--- src/rtl/scrambler_frame_ctrl.sv ---
// Frame sequencer for the 16-bit symbol scrambler: gates the scrambler one cycle per accepted
// sample, inserts idle gaps between frames and re-times the scrambler output into a 4-deep buffer.
module scrambler_frame_ctrl #(
  parameter int FRAME_LEN = 64,
  parameter int GAP       = 2
) (
  input  logic        clk,
  input  logic        rst,
  input  logic        run,
  input  logic        s_valid,
  output logic        s_ready,
  input  logic [15:0] s_data,
  output logic        scr_en,
  output logic [15:0] scr_inp,
  input  logic [15:0] scr_outp,
  output logic        m_valid,
  input  logic        m_ready,
  output logic [15:0] m_data,
  output logic        m_first,
  output logic        m_last,
  output logic [15:0] frame_cnt,
  output logic        busy
);

  typedef enum logic [1:0] {ST_IDLE, ST_RUN, ST_GAP} state_t;

  localparam logic [15:0] LAST_IDX = 16'(FRAME_LEN - 1);
  localparam logic [15:0] GAP_M1   = (GAP > 0) ? 16'(GAP - 1) : 16'd0;

  state_t      r_state;
  logic [15:0] r_smp_cnt;
  logic [15:0] r_gap_cnt;
  logic [15:0] r_frame_cnt;
  logic        r_pend;
  logic        r_pend_first;
  logic        r_pend_last;
  logic [17:0] r_buf [4];
  logic [1:0]  r_wptr;
  logic [1:0]  r_rptr;
  logic [2:0]  r_cnt_o;

  logic [3:0]  w_occ;
  logic        w_acc;
  logic        w_pop;
  logic        w_last;
  logic [17:0] w_head;

  // Occupancy counts the in-flight scrambler result, so a push can never find the buffer full.
  assign w_occ     = {1'b0, r_cnt_o} + {3'b000, r_pend};
  assign s_ready   = (r_state == ST_RUN) && (w_occ < 4'd4);
  assign w_acc     = s_valid & s_ready;
  assign scr_en    = w_acc;
  assign scr_inp   = s_data;
  assign w_last    = (r_smp_cnt == LAST_IDX);

  assign m_valid   = (r_cnt_o != 3'd0);
  assign w_pop     = m_valid & m_ready;
  assign w_head    = m_valid ? r_buf[r_rptr] : 18'd0;
  assign m_first   = w_head[17];
  assign m_last    = w_head[16];
  assign m_data    = w_head[15:0];
  assign frame_cnt = r_frame_cnt;
  assign busy      = (r_state != ST_IDLE) | r_pend | m_valid;

  always_ff @(posedge clk) begin
    if (rst) begin
      r_state      <= ST_IDLE;
      r_smp_cnt    <= 16'd0;
      r_gap_cnt    <= 16'd0;
      r_frame_cnt  <= 16'd0;
      r_pend       <= 1'b0;
      r_pend_first <= 1'b0;
      r_pend_last  <= 1'b0;
      r_wptr       <= 2'd0;
      r_rptr       <= 2'd0;
      r_cnt_o      <= 3'd0;
    end else begin
      r_pend       <= w_acc;
      r_pend_first <= (r_smp_cnt == 16'd0);
      r_pend_last  <= w_last;

      // scr_outp is only meaningful the cycle after an accept
      if (r_pend) begin
        r_buf[r_wptr] <= {r_pend_first, r_pend_last, scr_outp};
        r_wptr        <= r_wptr + 2'd1;
      end
      if (w_pop) begin
        r_rptr <= r_rptr + 2'd1;
      end
      case ({r_pend, w_pop})
        2'b10:   r_cnt_o <= r_cnt_o + 3'd1;
        2'b01:   r_cnt_o <= r_cnt_o - 3'd1;
        default: r_cnt_o <= r_cnt_o;
      endcase

      case (r_state)
        ST_IDLE: begin
          if (run) r_state <= ST_RUN;
        end
        ST_RUN: begin
          if (w_acc) begin
            if (w_last) begin
              r_smp_cnt   <= 16'd0;
              r_frame_cnt <= r_frame_cnt + 16'd1;
              if (GAP > 0) begin
                r_state   <= ST_GAP;
                r_gap_cnt <= GAP_M1;
              end else if (!run) begin
                r_state <= ST_IDLE;
              end
            end else begin
              r_smp_cnt <= r_smp_cnt + 16'd1;
            end
          end
        end
        ST_GAP: begin
          if (r_gap_cnt == 16'd0) begin
            r_state <= run ? ST_RUN : ST_IDLE;
          end else begin
            r_gap_cnt <= r_gap_cnt - 16'd1;
          end
        end
        default: r_state <= ST_IDLE;
      endcase
    end
  end

endmodule
--- config.mk ---
export PLATFORM = sky130hd
export DESIGN_NAME = scrambler_frame_ctrl
export DESIGN_NICKNAME = d
export VERILOG_FILES = /design/src/rtl/scrambler_frame_ctrl.sv
export SDC_FILE = /design/constraint.sdc
export NUM_CORES = 1
export LEC_CHECK = 0
export CAP_MARGIN = 15
export CORE_ASPECT_RATIO = 0.8
export CORE_UTILIZATION = 30
export CTS_BUF_LIST = sky130_fd_sc_hd__clkbuf_8
export CTS_CLUSTER_SIZE = 14
export DETAILED_ROUTE_END_ITERATION = 12
export SYNTH_ARGS = -nofsm -noshare
export SYNTH_HDL_FRONTEND = slang
export SYNTH_SLANG_ARGS = --single-unit
--- constraint.sdc ---
create_clock -name clk -period 3 [get_ports clk]
set_input_delay 0.9 -clock clk [delete_from_list [all_inputs] [get_ports clk]]
set_output_delay 0.9 -clock clk [all_outputs]
set_load 0.01 [all_outputs]
==> results of run 1 <==
[power by group through the flow]
stage	Sequential [mW]	Combinational, mW	Clock, mW
final	1.97	0.447	1.40
after global placement	2.01	0.491	0
after floorplan	2.00	0.280	0
after global routing	1.97	0.497	1.53
after CTS	1.97	0.461	1.45
after detailed placement	2.01	0.499	0
[registers in the layout (all words and copies together), names as in the netlist, named ones only]
register / cells
r_buf: 72
frame_cnt: 16
r_gap_cnt: 16
r_smp_cnt: 16
r_cnt_o: 3
r_rptr: 2
r_state: 2
r_wptr: 2
r_pend: 1
r_pend_first: 1
r_pend_last: 1
[area by class of cell]
class | instances | area [sq um] | area share [%]
flip-flops and latches | 134 | 3400 | 47.5
multi-input cells | 294 | 2240 | 31.2
repair buffers | 83 | 757 | 10.6
well taps | 258 | 323 | 4.50
clock buffers | 17 | 234 | 3.26
clock inverters | 15 | 133 | 1.85
inverters | 21 | 78.8 | 1.10
[per-stage QoR]
stage / cell area [sq um] / total power, mW / util [%] / hold WS, ns
2_1_floorplan: 5930 / 2.28 / - / 0.438
3_3_place_gp: 6810 / 2.50 / 35.6 / 0.455
6_report: 7170 / 3.82 / 37.4 / 0.490
5_1_grt: 7170 / 3.99 / 37.4 / 0.500
4_1_cts: 7170 / 3.88 / 37.4 / 0.492
3_5_place_dp: 6810 / 2.51 / 35.6 / 0.472
[what timing repair did]
item | in CTS | in global routing
gates resized for setup | 26 | 0
buffers inserted | 0 | 0
hold buffers | 0 | 0
setup endpoints to repair | 20 | 0
[Yosys cell counts (6+ instances only)]
| master | count | area (sq um) |
|---|---|---|
| o311ai_0 | 7 | 61.3 |
| o21ai_0 | 11 | 55.1 |
| ha_1 | 9 | 113 |
| nand3_1 | 13 | 65.1 |
| a21oi_1 | 29 | 145 |
| and3_1 | 9 | 56.3 |
| buf_4 | 16 | 120 |
| o41ai_1 | 12 | 105 |
| mux2_2 | 6 | 67.6 |
| or4_1 | 18 | 135 |
| clkbuf_1 | 19 | 71.3 |
| o31ai_1 | 13 | 97.6 |
| nor3_1 | 7 | 35.0 |
| mux4_2 | 18 | 405 |
| nand2_1 | 15 | 56.3 |
| and2_1 | 22 | 138 |
| or3_1 | 12 | 75.1 |
| nor2_1 | 27 | 101 |
| xor2_1 | 7 | 61.3 |
| nor2b_1 | 7 | 43.8 |
| inv_1 | 21 | 78.8 |
| edfxtp_1 | 72 | 2160 |
| nand4_1 | 9 | 56.3 |
| dfxtp_1 | 62 | 1240 |
| nor4_1 | 9 | 56.3 |
[how the worst max path moves through the flow]
stage                     startpoint    endpoint  slack [ns]  depth (start not counted)
after floorplan                 flop  m_data[10]        0.28                          4
after global placement       s_valid      scr_en       -0.53                          6
after detailed placement     s_valid      scr_en       -0.51                          6
after CTS                       flop   m_data[0]        0.08                          4
after global routing            flop     m_first        0.03                          4
final                           flop  m_data[13]        0.14                          4
[cells by family (layout without fill, tap and decap cells)]
kind of cell,Yosys count,count (layout),synth area share [%]
buffers and inverters,63,136,5.11
flip-flops,134,134,57.4
XOR/XNOR,11,11,1.63
AND/OR/NAND/NOR,171,171,17.0
multiplexers,25,25,8.15
AO/OA/AOI/OAI,77,77,8.51
adder cells (fa/ha/maj),10,10,2.24
[cells in the final DEF (no fill, tap or decap), types with 18 or more instances in the layout]
cell / instances
inv_1: 21
dlygate4sd2_1: 20
dfxtp_1: 61
nor2_1: 27
or4_1: 18
mux4_2: 18
and2_1: 22
buf_4: 24
edfxtp_1: 72
a21oi_1: 29
clkdlybuf4s50_1: 37
[worst max-delay path: cells and delay by family (launching register included)]
kind,cells,cell delay (ns)
flops,1,0.35
simple gates,1,0.18
mux,1,0.51
buf+inv,2,0.47
[routing by layer]
metal	vias to the layer above	GRT usage, %	share of wire, %
met5	-	0	0
met4	0	5.09	1.1
met3	20	3.33	4.1
met2	100	20.7	47
met1	2045	16.4	47
li1	1977	-	-
==> results by group, run 1 <==
Setup path
  – Crit-path slowest cell: mux4_2
  – Critical path class: flop to primary output
  – Worst path cell trace: buf_12 > mux4_2 > and2_1 > dlygate4sd2_1
  – Reg2Reg Depth: 9
  – Critical path data arrival time: 1.96 ns
  – Worst-path maximum fanout: 18
  – FF-to-FF setup slack: 0.64 ns
  – Setup crit end kind: primary output
  – Slowest stage delay, CP: 0.51 ns
  – R2R Path Start: r_cnt_o[2]
  – CP startpoint kind: flop
  – Crit path required time: 2.10 ns
  – Worst reg2reg endpoint: r_cnt_o[2]

Power and ir drop
  – Worst vdd rail ir drop: 224 uV
  – Switching share of power: 27.0%
  – P_int: 2.79 mW
  – Reg power frac: 51.6%
  – Leakage power: 2.47 nW
  – Clock power share: 36.7%
  – PwrDens: 533 nW/um^2
  – Gate power share: 11.7%
  – Net Sw Power: 1.03 mW

GRT
  – GR Overflow Total: 0
  – Pin count of the biggest net entering global routing: 35
  – All-Layer GR Usage: 12.8%
  – Initial antenna violation count: 0
  – Global-route wire length before repair: 20.5 mm
  – Vias in the first global route: 3993

Logic synthesis
  – Synth warn: 0
  – Avg Inst Size Synth: 12.1 sq um
  – Number of synthesized flops with an enable pin: 72
  – Synth cell types: 44
  – Synth Cell Area: 5930 sq um
  – Yosys reg bits: 134
  – Syn_nets: 538
  – Synth Instances: 491
  – Seq/Total Area, Yosys: 57.4%
  – Post-synth ARST share: 0%
  – Primary FF master, synth: edfxtp_1

Place
  – DP Cell Count: 790
  – GPL Wtd Cong: 0.771
  – Pre-CTS WS: -0.509 ns
  – DPL Wire Length: 8.32 mm
  – PortBufs: 58

Drt
  – Drt total wl: 12.7 mm
  – Detailed-route via count: 4142
  – # DRC: 0
  – Vias per cell: 5.04
  – Avg WL per Cell: 15.4 um
  – DRT iter0 DRCs: 230
  – Detail Route Antenna Nets: 0
  – DR pass1 iterations: 4

Clock network
  – CTS max path bufs: 2
  – CTS Buf Count: 17
  – Clk Tree Root Cell: clkbuf_8
  – Clk pin slew, worst setup/hold paths: 0.08 ns
  – H-Tree Depth: 4
  – Clk sink count: 134
  – Clk_lat worst skew: 0.45 ns
  – CTS tree: built

Min path
  – Min-delay src: r_gap_cnt[9]
  – Hold endpoint: r_gap_cnt[9]
  – Hold Crit Depth: 2
  – Hold crit path type: flop to flop

Final layout
  – FILL cells: 1845
  – Share of layout cells above drive strength 1: 16.0%
  – P&R area growth vs syn: 20.9%
  – Non-Filler Instances: 822
  – Layout Nets: 598
  – N_diodes: 0

Timing
  – Worst Skew: 0.0166 ns
  – RSZ-0062 raised after global routing: no
  – Max Freq: 349 MHz
  – Setup total negative slack: 0 ns
  – Least-Margin Pin Slew: 0.805 ns
  – Final Worst Setup Slack: 0.138 ns
  – Min Tclk post-route: 2.86 ns
  – Fin. max-slew vios: 0
  – Final period util: 95.4%
  – Endpoints failing setup: 0
  – Final hold vios: 0
  – Slew margin rel.: 45.8%

Die
  – Initial Util: 31.0%
  – DIE WIDTH: 159 um
  – Core Region: 19100 sq um
  – Row cnt: 45
  – Die area: 20300 sq um
  – Die span in y: 128 um
  – Num ports: 91

Status
  – Status: complete, no violations

Flow run
  – Max cap viols: 0
No activity file was read; power rests on OpenSTA's default activity.
==> run 2: changes to the inputs <==
--- a/config.mk
+++ b/config.mk
@@ -5,12 +5,15 @@
 export SDC_FILE = /design/constraint.sdc
 export NUM_CORES = 1
 export LEC_CHECK = 0
-export CAP_MARGIN = 15
+export CAP_MARGIN = 20
+export CELL_PAD_IN_SITES_DETAIL_PLACEMENT = 1
+export CELL_PAD_IN_SITES_GLOBAL_PLACEMENT = 2
 export CORE_ASPECT_RATIO = 0.8
 export CORE_UTILIZATION = 30
 export CTS_BUF_LIST = sky130_fd_sc_hd__clkbuf_8
 export CTS_CLUSTER_SIZE = 14
 export DETAILED_ROUTE_END_ITERATION = 12
+export PLACE_DENSITY_LB_ADDON = 0.1
 export SYNTH_ARGS = -nofsm -noshare
 export SYNTH_HDL_FRONTEND = slang
 export SYNTH_SLANG_ARGS = --single-unit
==> results by group, run 2 (same netlist as run 1, synthesis figures left out) <==
Status
  – Status: complete, no violations

Drt
  – Detailed-route via count: 4112 (-0.72%)
  – Drt total wl: 14.0 mm (+10%)
  – Detail Route Antenna Nets: 0 (unchanged)
  – Avg WL per Cell: 16.9 um (+9.6%)
  – # DRC: 0 (unchanged)
  – DR pass1 iterations: 4 (unchanged)
  – Vias per cell: 4.98 (-1.2%)
  – DRT iter0 DRCs: 122 (-47%)

Setup path
  – Critical path data arrival time: 2.01 ns (+0.05 ns)
  – R2R Path Start: r_smp_cnt[13]
  – Family with the most delay on the worst path: buffers and inverters
  – FF-to-FF setup slack: 0.67 ns (+0.03 ns)
  – Reg2Reg Depth: 4 (-5)
  – Setup crit end kind: primary output
  – Crit path buf inv count: 4 (+2)
  – CP startpoint kind: input port
  – Slowest stage delay, CP: 0.49 ns (-0.02 ns)
  – Crit-path slowest cell: clkdlybuf4s50_1
  – Worst-path maximum fanout: 2 (-16)
  – Worst reg2reg endpoint: frame_cnt[10]
  – Crit path required time: 2.10 ns (about the same)
  – Worst path cell trace: clkdlybuf4s50_1 > nor4bb_4 > buf_4 > nand2_1 > inv_1 > clkbuf_2
  – Critical path class: input port to primary output

Final layout
  – P&R area growth vs syn: 22.6%
  – Layout Nets: 602 (+0.67%)
  – Most common cell after layout, fill and taps aside: edfxtp_1
  – Share of layout cells above drive strength 1: 16.7% (+0.77 points)
  – Top reg by flops: r_buf
  – Largest register FFs: 72 (unchanged)
  – Final core utilization: 38.0% (+0.53 points)
  – Most frequent cells in the layout: edfxtp_1, dfxtp_1, clkdlybuf4s50_1, a21oi_1, nor2_1
  – N_diodes: 0 (unchanged)

Timing
  – Endpoints failing setup: 0 (unchanged)
  – Max Freq: 344 MHz (-1.6%)
  – Min Tclk post-route: 2.91 ns (+0.0474 ns)
  – Slew margin rel.: 46.7% (+0.84 points)
  – Setup total negative slack: 0 ns (unchanged)
  – Final hold vios: 0 (unchanged)
  – Worst hold slack: 0.494 ns (+0.00377 ns)
  – Fin. max-slew vios: 0 (unchanged)
  – RSZ-0062 raised after global routing: no
  – Least-Margin Pin Slew: 0.792 ns (-0.0125 ns)
  – Worst Skew: 0.0133 ns (-0.00334 ns)
  – Final period util: 97.0% (+1.6 points)

Min path
  – Hold endpoint: r_gap_cnt[15]
  – Hold crit path type: flop to flop
  – Min-delay src: r_gap_cnt[15]
  – Hold Crit Depth: 2 (unchanged)

Die
  – Core Region: 19100 sq um (unchanged)
  – Die area: 20300 sq um (unchanged)
  – Initial Util: 31.0% (unchanged)
  – Num ports: 91 (unchanged)
  – DIE WIDTH: 159 um (unchanged)
  – Row cnt: 45 (unchanged)
  – Die span in y: 128 um (unchanged)

GRT
  – GR Overflow Total: 0 (unchanged)
  – Vias in the first global route: 4361 (+9.2%)
  – Pin count of the biggest net entering global routing: 35 (unchanged)
  – Global-route wire length before repair: 22.9 mm (+12%)
  – Initial antenna violation count: 0 (unchanged)
  – All-Layer GR Usage: 14.4% (+1.6 points)

Clock network
  – Clk pin slew, worst setup/hold paths: 0.08 ns (about the same)
  – # hold bufs at CTS: 0 (unchanged)
  – H-Tree Depth: 4 (unchanged)
  – CTS max path bufs: 2 (unchanged)
  – Clk_lat worst skew: 0.43 ns (-0.02 ns)
  – CTS tree: built
  – Clk Tree Root Cell: clkbuf_8
  – Clk sink count: 134 (unchanged)
  – CTS Buf Count: 17 (unchanged)

Place
  – DPL Wire Length: 9.22 mm (+11%)
  – PortBufs: 58 (unchanged)
  – GPL Wtd Cong: 0.738 (-4.3%)

Flow run
  – Max cap viols: 0 (unchanged)

Power and ir drop
  – Leakage power: 2.53 nW (+2.3%)
  – PwrDens: 547 nW/um^2 (+2.7%)
  – Total power draw: 3.98 mW (+4.2%)
  – Worst vdd rail ir drop: 255 uV (+14%)
-- run 2: cell count changes in the layout (fill, tap and decap cells not counted), moves of 2 or more --
cell / delta
buf_12: +2
bufinv_16: +2
dlygate4sd2_1: -2
inv_8: -2
buf_6: +2
-- run 2: where the power goes --
group          internal [mW]  total (mW)  switching, mW
sequential              1.95        1.97         0.0198
combinational          0.243       0.466          0.223
clock                  0.762        1.54          0.778
-- run 2: what timing repair did --
| action | in CTS | in global routing |
|---|---|---|
| pin swaps | 1 | 0 |
| gates resized for setup | 24 | 3 |
| setup buffers | 0 | 0 |
| setup endpoints to repair | 20 | 2 |
-- run 2: how the worst max path moves through the flow --
stage | start | end | slack (ns) | depth (start not counted)
2_1_floorplan | flop | m_data[10] | 0.28 | 4
3_3_place_gp | s_valid | scr_en | -0.57 | 6
3_5_place_dp | s_valid | scr_en | -0.47 | 6
4_1_cts | s_valid | scr_en | -0.07 | 6
5_1_grt | s_valid | scr_en | 0.005 | 6
6_report | s_valid | scr_en | 0.09 | 6
-- run 2: final cells by class --
| type | count | area (sq um) |
|---|---|---|
| tap | 258 | 323 |
| fill | 2072 | 11900 |
| timing repair buffer | 87 | 818 |
| clock buffer | 17 | 234 |
| clock inverter | 15 | 169 |
| inverter | 21 | 78.8 |
| sequential | 134 | 3400 |
| multi-input combinational | 294 | 2240 |
-- run 2: per-stage QoR --
step	worst slack, ns	std cells	area (sq um)
detailed placement	-0.467	794	6870
CTS	-0.0693	826	7270
finish	0.0908	826	7270
global route	0.00523	826	7270
floorplan	0.276	491	5930
global placement	-0.574	794	6870
-- run 2: metal layers --
| metal | GRT usage (%) | share of wire [%] | up-vias |
|---|---|---|---|
| met2 | 23.5 | 46 | 76 |
| met1 | 18.9 | 50 | 2044 |
| met5 | 0 | 0 | - |
| li1 | - | - | 1983 |
| met3 | 4.01 | 3.2 | 9 |
| met4 | 3.90 | 0.83 | 0 |
-- run 2: worst reg2reg max path: cells and delay by family (launching register included) --
kind          cells  cell delay, ns
flops             1            0.33
mux               1            0.38
simple gates      3            1.52
==> run 3: changes to the inputs <==
--- a/config.mk
+++ b/config.mk
@@ -11,6 +11,7 @@
 export CORE_ASPECT_RATIO = 0.8
 export CORE_UTILIZATION = 30
 export CTS_BUF_LIST = sky130_fd_sc_hd__clkbuf_8
+export CTS_CLUSTER_DIAMETER = 120
 export CTS_CLUSTER_SIZE = 14
 export DETAILED_ROUTE_END_ITERATION = 12
 export PLACE_DENSITY_LB_ADDON = 0.1
==> results of run 3 <==
Same layout as run 2: the final DEF is identical, and so are final timing and power.
==> RTL edit 1, RTL diff (flow settings as in run 1) <==
Change the parameter `FRAME_LEN` from 64 to 48.
--- a/src/rtl/scrambler_frame_ctrl.sv
+++ b/src/rtl/scrambler_frame_ctrl.sv
@@ -1,7 +1,7 @@
 // Frame sequencer for the 16-bit symbol scrambler: gates the scrambler one cycle per accepted
 // sample, inserts idle gaps between frames and re-times the scrambler output into a 4-deep buffer.
 module scrambler_frame_ctrl #(
-  parameter int FRAME_LEN = 64,
+  parameter int FRAME_LEN = 48,
   parameter int GAP       = 2
 ) (
   input  logic        clk,
Check against the original RTL: same outputs for any inputs over 4 cycles, from zero or initial values and one cycle with rst high; that may be too few to reach the edited logic, so the function may still have changed.
==> RTL edit 1 against run 1 <==
Sequential power barely moved. Setup slack got worse by 0.0050 ns. Sequential share of layout area up 1.2 points. Total power up 2.3%. Area after synthesis fell by 0.93%. Sequential cell count stayed put. Final cell count shrank 2.3%. First-iteration DRC count fell by 12%. Largest cell class unchanged. Die area fell by 0.91%. Final area fell by 2.4%. Clock skew grew 0.0023 ns. Wire length down 6.2%.
==> RTL edit 1: results (changes against run 1) <==
| Metric | Value |
|---|---|
| Worst-margin pin slew | 1.01 ns (+0.207 ns) |
| GP Congestion | 0.821 (+6.5%) |
| Mapped Avg Cell Area | 12.2 um2 (+0.71%) |
| Switching Share | 0.250 (-0.0196) |
| Min-Delay Startpoint | r_gap_cnt[11]$_SDFFE_PP0P_ |
| Placed insts | 771 (-2.4%) |
| Met2 wire length | 5.62 mm (-6.5%) |
| Starting DRT DRC Count | 202 (-12%) |
| Cell area after placement | 6630 um2 (-2.6%) |
| Hold endpoint | r_gap_cnt[11]$_SDFFE_PP0P_ |
| Synth Area in Compound Gates | 0.0552 (-0.0299) |
| GR Layer Usage met3 | 0.0434 (+0.0101) |
| Outcome | finished clean |
| Clock-pin slew on the worst setup and hold paths | 0.08 ns (about the same) |
| Global Route met2 Usage | 0.200 (-0.00748) |
| Tcrit/Tclk final | 0.956 (+0.00168) |
| Synth top area cells | edfxtp_1 37%, dfxtp_1 21%, mux4_2 6.9% |
| Post-synth EDFFs | 72 (unchanged) |
| Hold Fails Final Rpt | 0 (unchanged) |
| Total CTS buffers | 17 (unchanged) |
| Worst R2R Setup Slack | 0.63 ns |
| RR Endpoint | r_cnt_o[2]$_SDFFE_PP0P_ |
| Post-Synth XOR/XNOR Area | 0.0447 (+0.0285) |
| Synth Net Count | 530 (-1.5%) |
| Core Region | 19100 um2 (-0.29%) |
| Fin util | 0.367 (-0.00788) |
| Clock skew | 0.0189 ns (+0.00228 ns) |
| Mux cell area share after synthesis | 0.0810 (-0.000515) |
| Fillers | 1841 (-0.22%) |
| Layout Cells excl Fill | 803 (-2.3%) |
| Met3 WL | 597 um (+15%) |
| First-pass GRT wire length | 19.1 mm (-6.6%) |
| Commonest cells post-synth | 72 x edfxtp_1, 62 x dfxtp_1, 40 x nor2_1 |
| Adder-cell share of the synthesized area | 0.0226 (+0.000210) |
| Worst Setup EP | busy |
| Clk Latency, worst-skew pair | 0.45 ns (about the same) |
| Max reg flops | 72 (unchanged) |
| Routed wire per std cell | 14.8 um (-4.0%) |
| Post-synth cell types | 48 (+9.1%) |
| M1 WL | 5.46 mm (-9.2%) |
| Critical path origin | r_cnt_o[1]$_SDFFE_PP0P_ |
| Layout Nets | 579 (-3.2%) |
| Post-DP HPWL | 7.92 mm (-4.8%) |
| Place WS | -0.0315 ns (+0.477 ns) |
| Antenna diodes | 0 (unchanged) |
| Share of layout cells above drive strength 1 | 0.125 (-0.0348) |
| Leakage | 2.39 nW (-3.3%) |
| Largest net degree at the start of global routing | 32 (-8.6%) |
| Vias in the first global route | 3673 (-8.0%) |
| Met1 Use GR | 0.158 (-0.00553) |
| VDD IR max | 0.000257 V (+15%) |
| Crit-path max FO | 4 (-14) |
| Total GRT Usage | 0.126 (-0.00131) |
| Hold_ws | 0.480 ns (-0.00951 ns) |
| Via-per-instance ratio | 4.71 (-6.5%) |
| Post-CTS Resized | 21 (-19%) |
| Initial antenna violation count | 0 (unchanged) |
| Post-synthesis sequential area ratio | 0.579 (+0.00538) |
| CP Data Arrival Time | ~2 ns |
| Top_reg_cell synth | edfxtp_1 |
-- RTL edit 1: changes by cell type in the layout (fill, tap and decap cells not counted), sizes merged, moves of 11 or more --
cell	before	now
nand2	15	28
buf	25	8
nor2	27	41
or4	19	4
xnor2	4	20
a21oi	29	18
o31ai	13	0
o41ai	12	0
-- RTL edit 1: worst max-delay path: stages (launching register included) --
cell and delay (ns):
dfxtp_1 0.34, or3_1 0.40, or4_1 0.48, dlygate4sd2_1 0.32
-- RTL edit 1: power groups by stage --
stage | registers, mW | clock network [mW] | logic, mW
after floorplan | 2.00 | 0 | 0.289
after global placement | 2.01 | 0 | 0.504
after detailed placement | 2.01 | 0 | 0.513
after CTS | 1.97 | 1.53 | 0.470
after global routing | 1.97 | 1.59 | 0.512
final | 1.97 | 1.48 | 0.460
-- RTL edit 1: final cells by class --
type,count,share of cell area
sequential,134,0.487
clock buffer,17,0.0334
tap,258,0.0461
timing repair buffer,66,0.0898
inverter,18,0.00966
clock inverter,15,0.0222
multi-input combinational,295,0.312
==> RTL edit 2, RTL diff (flow settings as in run 1) <==
Without the edit above. The 3 states of `state_t` get a one-hot encoding in 3 bits.
--- a/src/rtl/scrambler_frame_ctrl.sv
+++ b/src/rtl/scrambler_frame_ctrl.sv
@@ -22,7 +22,7 @@
   output logic        busy
 );
 
-  typedef enum logic [1:0] {ST_IDLE, ST_RUN, ST_GAP} state_t;
+  typedef enum logic [2:0] {ST_IDLE = 3'b001, ST_RUN = 3'b010, ST_GAP = 3'b100} state_t;
 
   localparam logic [15:0] LAST_IDX = 16'(FRAME_LEN - 1);
   localparam logic [15:0] GAP_M1   = (GAP > 0) ? 16'(GAP - 1) : 16'd0;
Function: no difference found for any inputs over 4 cycles, from zero or initial values and one cycle with rst high; so few cycles prove little.
==> RTL edit 2 against run 1 <==
Sequential cell count increased by 1. Via count decreased by 4.9%. Hold slack got worse by 0.0094 ns. Final area increased by 0.73%. Critical path type unchanged. Synthesized cell count decreased by 0.20%. Critical endpoint is now m_first. Setup slack improved by 0.0020 ns. Critical path depth unchanged. Utilization increased by 0.16 points. Wire length decreased by 2.4%. Area after synthesis increased by 0.65%. First-iteration DRC count decreased by 14%.
Power is not compared: it rests on default switching activity, and its combinational part moved more than twofold at a synthesized area within 25%.
==> RTL edit 2: results (changes against run 1) <==
| Metric | Value |
|---|---|
| First-pass GRT wire length | 20.0 mm (-2.5%) |
| Met3 WL | 687 um (+32%) |
| Met1 Use GR | 0.156 (-0.00810) |
| Fillers | 1838 (-0.38%) |
| Register-to-Register Path Depth | 4 (-5) |
| Outcome | finished clean |
| Asr flop ratio synth | 0 (unchanged) |
| Starting DRT DRC Count | 197 (-14%) |
| Ys Warns | 0 (unchanged) |
| Total GRT Usage | 0.127 (-0.000648) |
| Via count | 3937 (-4.9%) |
| Met2 wire length | 5.91 mm (-1.6%) |
| Total wire length | 12.4 mm (-2.4%) |
| Min-Delay Startpoint | r_gap_cnt[5]$_SDFFE_PP0P_ |
| M1 WL | 5.62 mm (-6.5%) |
| Max incr delay on CP | 0.50 ns |
| Synth top area cells | edfxtp_1 36%, dfxtp_1 21%, mux4_2 6.8% |
| Worst-margin pin slew | 0.875 ns (+0.0701 ns) |
| Hold_ws | 0.480 ns (-0.00937 ns) |
| Worst R2R Setup Slack | 0.42 ns (-0.22 ns) |
| Synth Net Count | 537 (-0.19%) |
| Mapped Cells | 490 (-0.20%) |
| Via-per-instance ratio | 4.81 (-4.6%) |
| GR Layer Usage met3 | 0.0385 (+0.00518) |
| Largest net degree at the start of global routing | 38 (+8.6%) |
| Global Route met2 Usage | 0.210 (+0.00295) |
| RR Endpoint | r_state[1]$_SDFFE_PP0P_ |
| Crit-path max FO | 18 (unchanged) |
| Placed insts | 787 (-0.38%) |
| Post-DP HPWL | 8.32 mm (about the same) |
| First-pass detailed-route iteration total | 5 (+1) |
| FF-to-FF Start | r_gap_cnt[2]$_SDFFE_PP0P_ |
| Clock skew | 0.0186 ns (+0.00197 ns) |
| GP Congestion | 0.757 (-1.8%) |
| Mux cell area share after synthesis | 0.0839 (+0.00241) |
| IO buf count | 58 (unchanged) |
| Share of layout cells above drive strength 1 | 0.150 (-0.00984) |
| Hold endpoint | r_gap_cnt[5]$_SDFFE_PP0P_ |
| Commonest cells post-synth | 72 x edfxtp_1, 63 x dfxtp_1, 52 x nor2_1 |
| Adder-cell share of the synthesized area | 0.0222 (-0.000145) |
| Max reg flops | 72 (unchanged) |
| Post-Synth XOR/XNOR Area | 0.0440 (+0.0278) |
| Cell area after placement | 6820 um2 (+0.17%) |
| Post-synth cell types | 55 (+25%) |
| Clk Latency, worst-skew pair | 0.45 ns (about the same) |
| Post-synthesis sequential area ratio | 0.574 (about the same) |
| Initial antenna violation count | 0 (unchanged) |
| Layout Nets | 595 (-0.50%) |
| Synth Area in Compound Gates | 0.0600 (-0.0251) |
## RTL edit 2: stage by stage
| step | total power [mW] | worst slack [ns] | utilization |
|---|---|---|---|
| after floorplan | 2.07 | 0.0431 | - |
| after global placement | 2.12 | -0.0202 | 0.355 |
| after detailed placement | 2.12 | -0.0243 | 0.355 |
| after CTS | 3.68 | 0.0415 | 0.376 |
| after global routing | 3.78 | 0.0301 | 0.376 |
| final | 3.63 | 0.140 | 0.376 |
## RTL edit 2: how the worst max path moves through the flow
stage                                  from    endpoint  slack, ns  depth (start not counted)
global route                      flip-flop  m_data[11]       0.03                          4
finish                            flip-flop     m_first       0.14                          4
floorplan                         flip-flop  m_data[10]       0.04                          4
global placement                    s_valid      scr_en      -0.02                          4
detailed placement                  s_valid      scr_en      -0.02                          4
CTS                 r_cnt_o[2]$_SDFFE_PP0P_        busy       0.04                          3
## RTL edit 2: critical path: cells and delay by family (launching register included)
kind                   cells  cell delay [ns]
buffers and inverters      2             0.47
DFF                        1             0.35
muxes                      1             0.50
and+or+nand+nor            1             0.19
## RTL edit 2: timing repair
action	CTS	global route
endpoints found under the setup margin	20	1
resized for setup	23	1
setup buffers	0	0
## RTL edit 2: power by group through the flow
stage               registers (mW)  clock network (mW)  logic, mW
CTS                           1.95                1.60      0.126
floorplan                     1.99                   0     0.0754
global placement              1.99                   0      0.125
global route                  1.95                1.69      0.135
finish                        1.95                1.55      0.123
detailed placement            1.99                   0      0.129
## RTL edit 2: cell type report
cell class	count	share of cell area
multi-input cells	302	0.315
inverters	15	0.00780
clock inverters	15	0.0250
flip-flops and latches	135	0.475
well taps	258	0.0447
clock buffers	17	0.0324
repair buffers	77	0.101
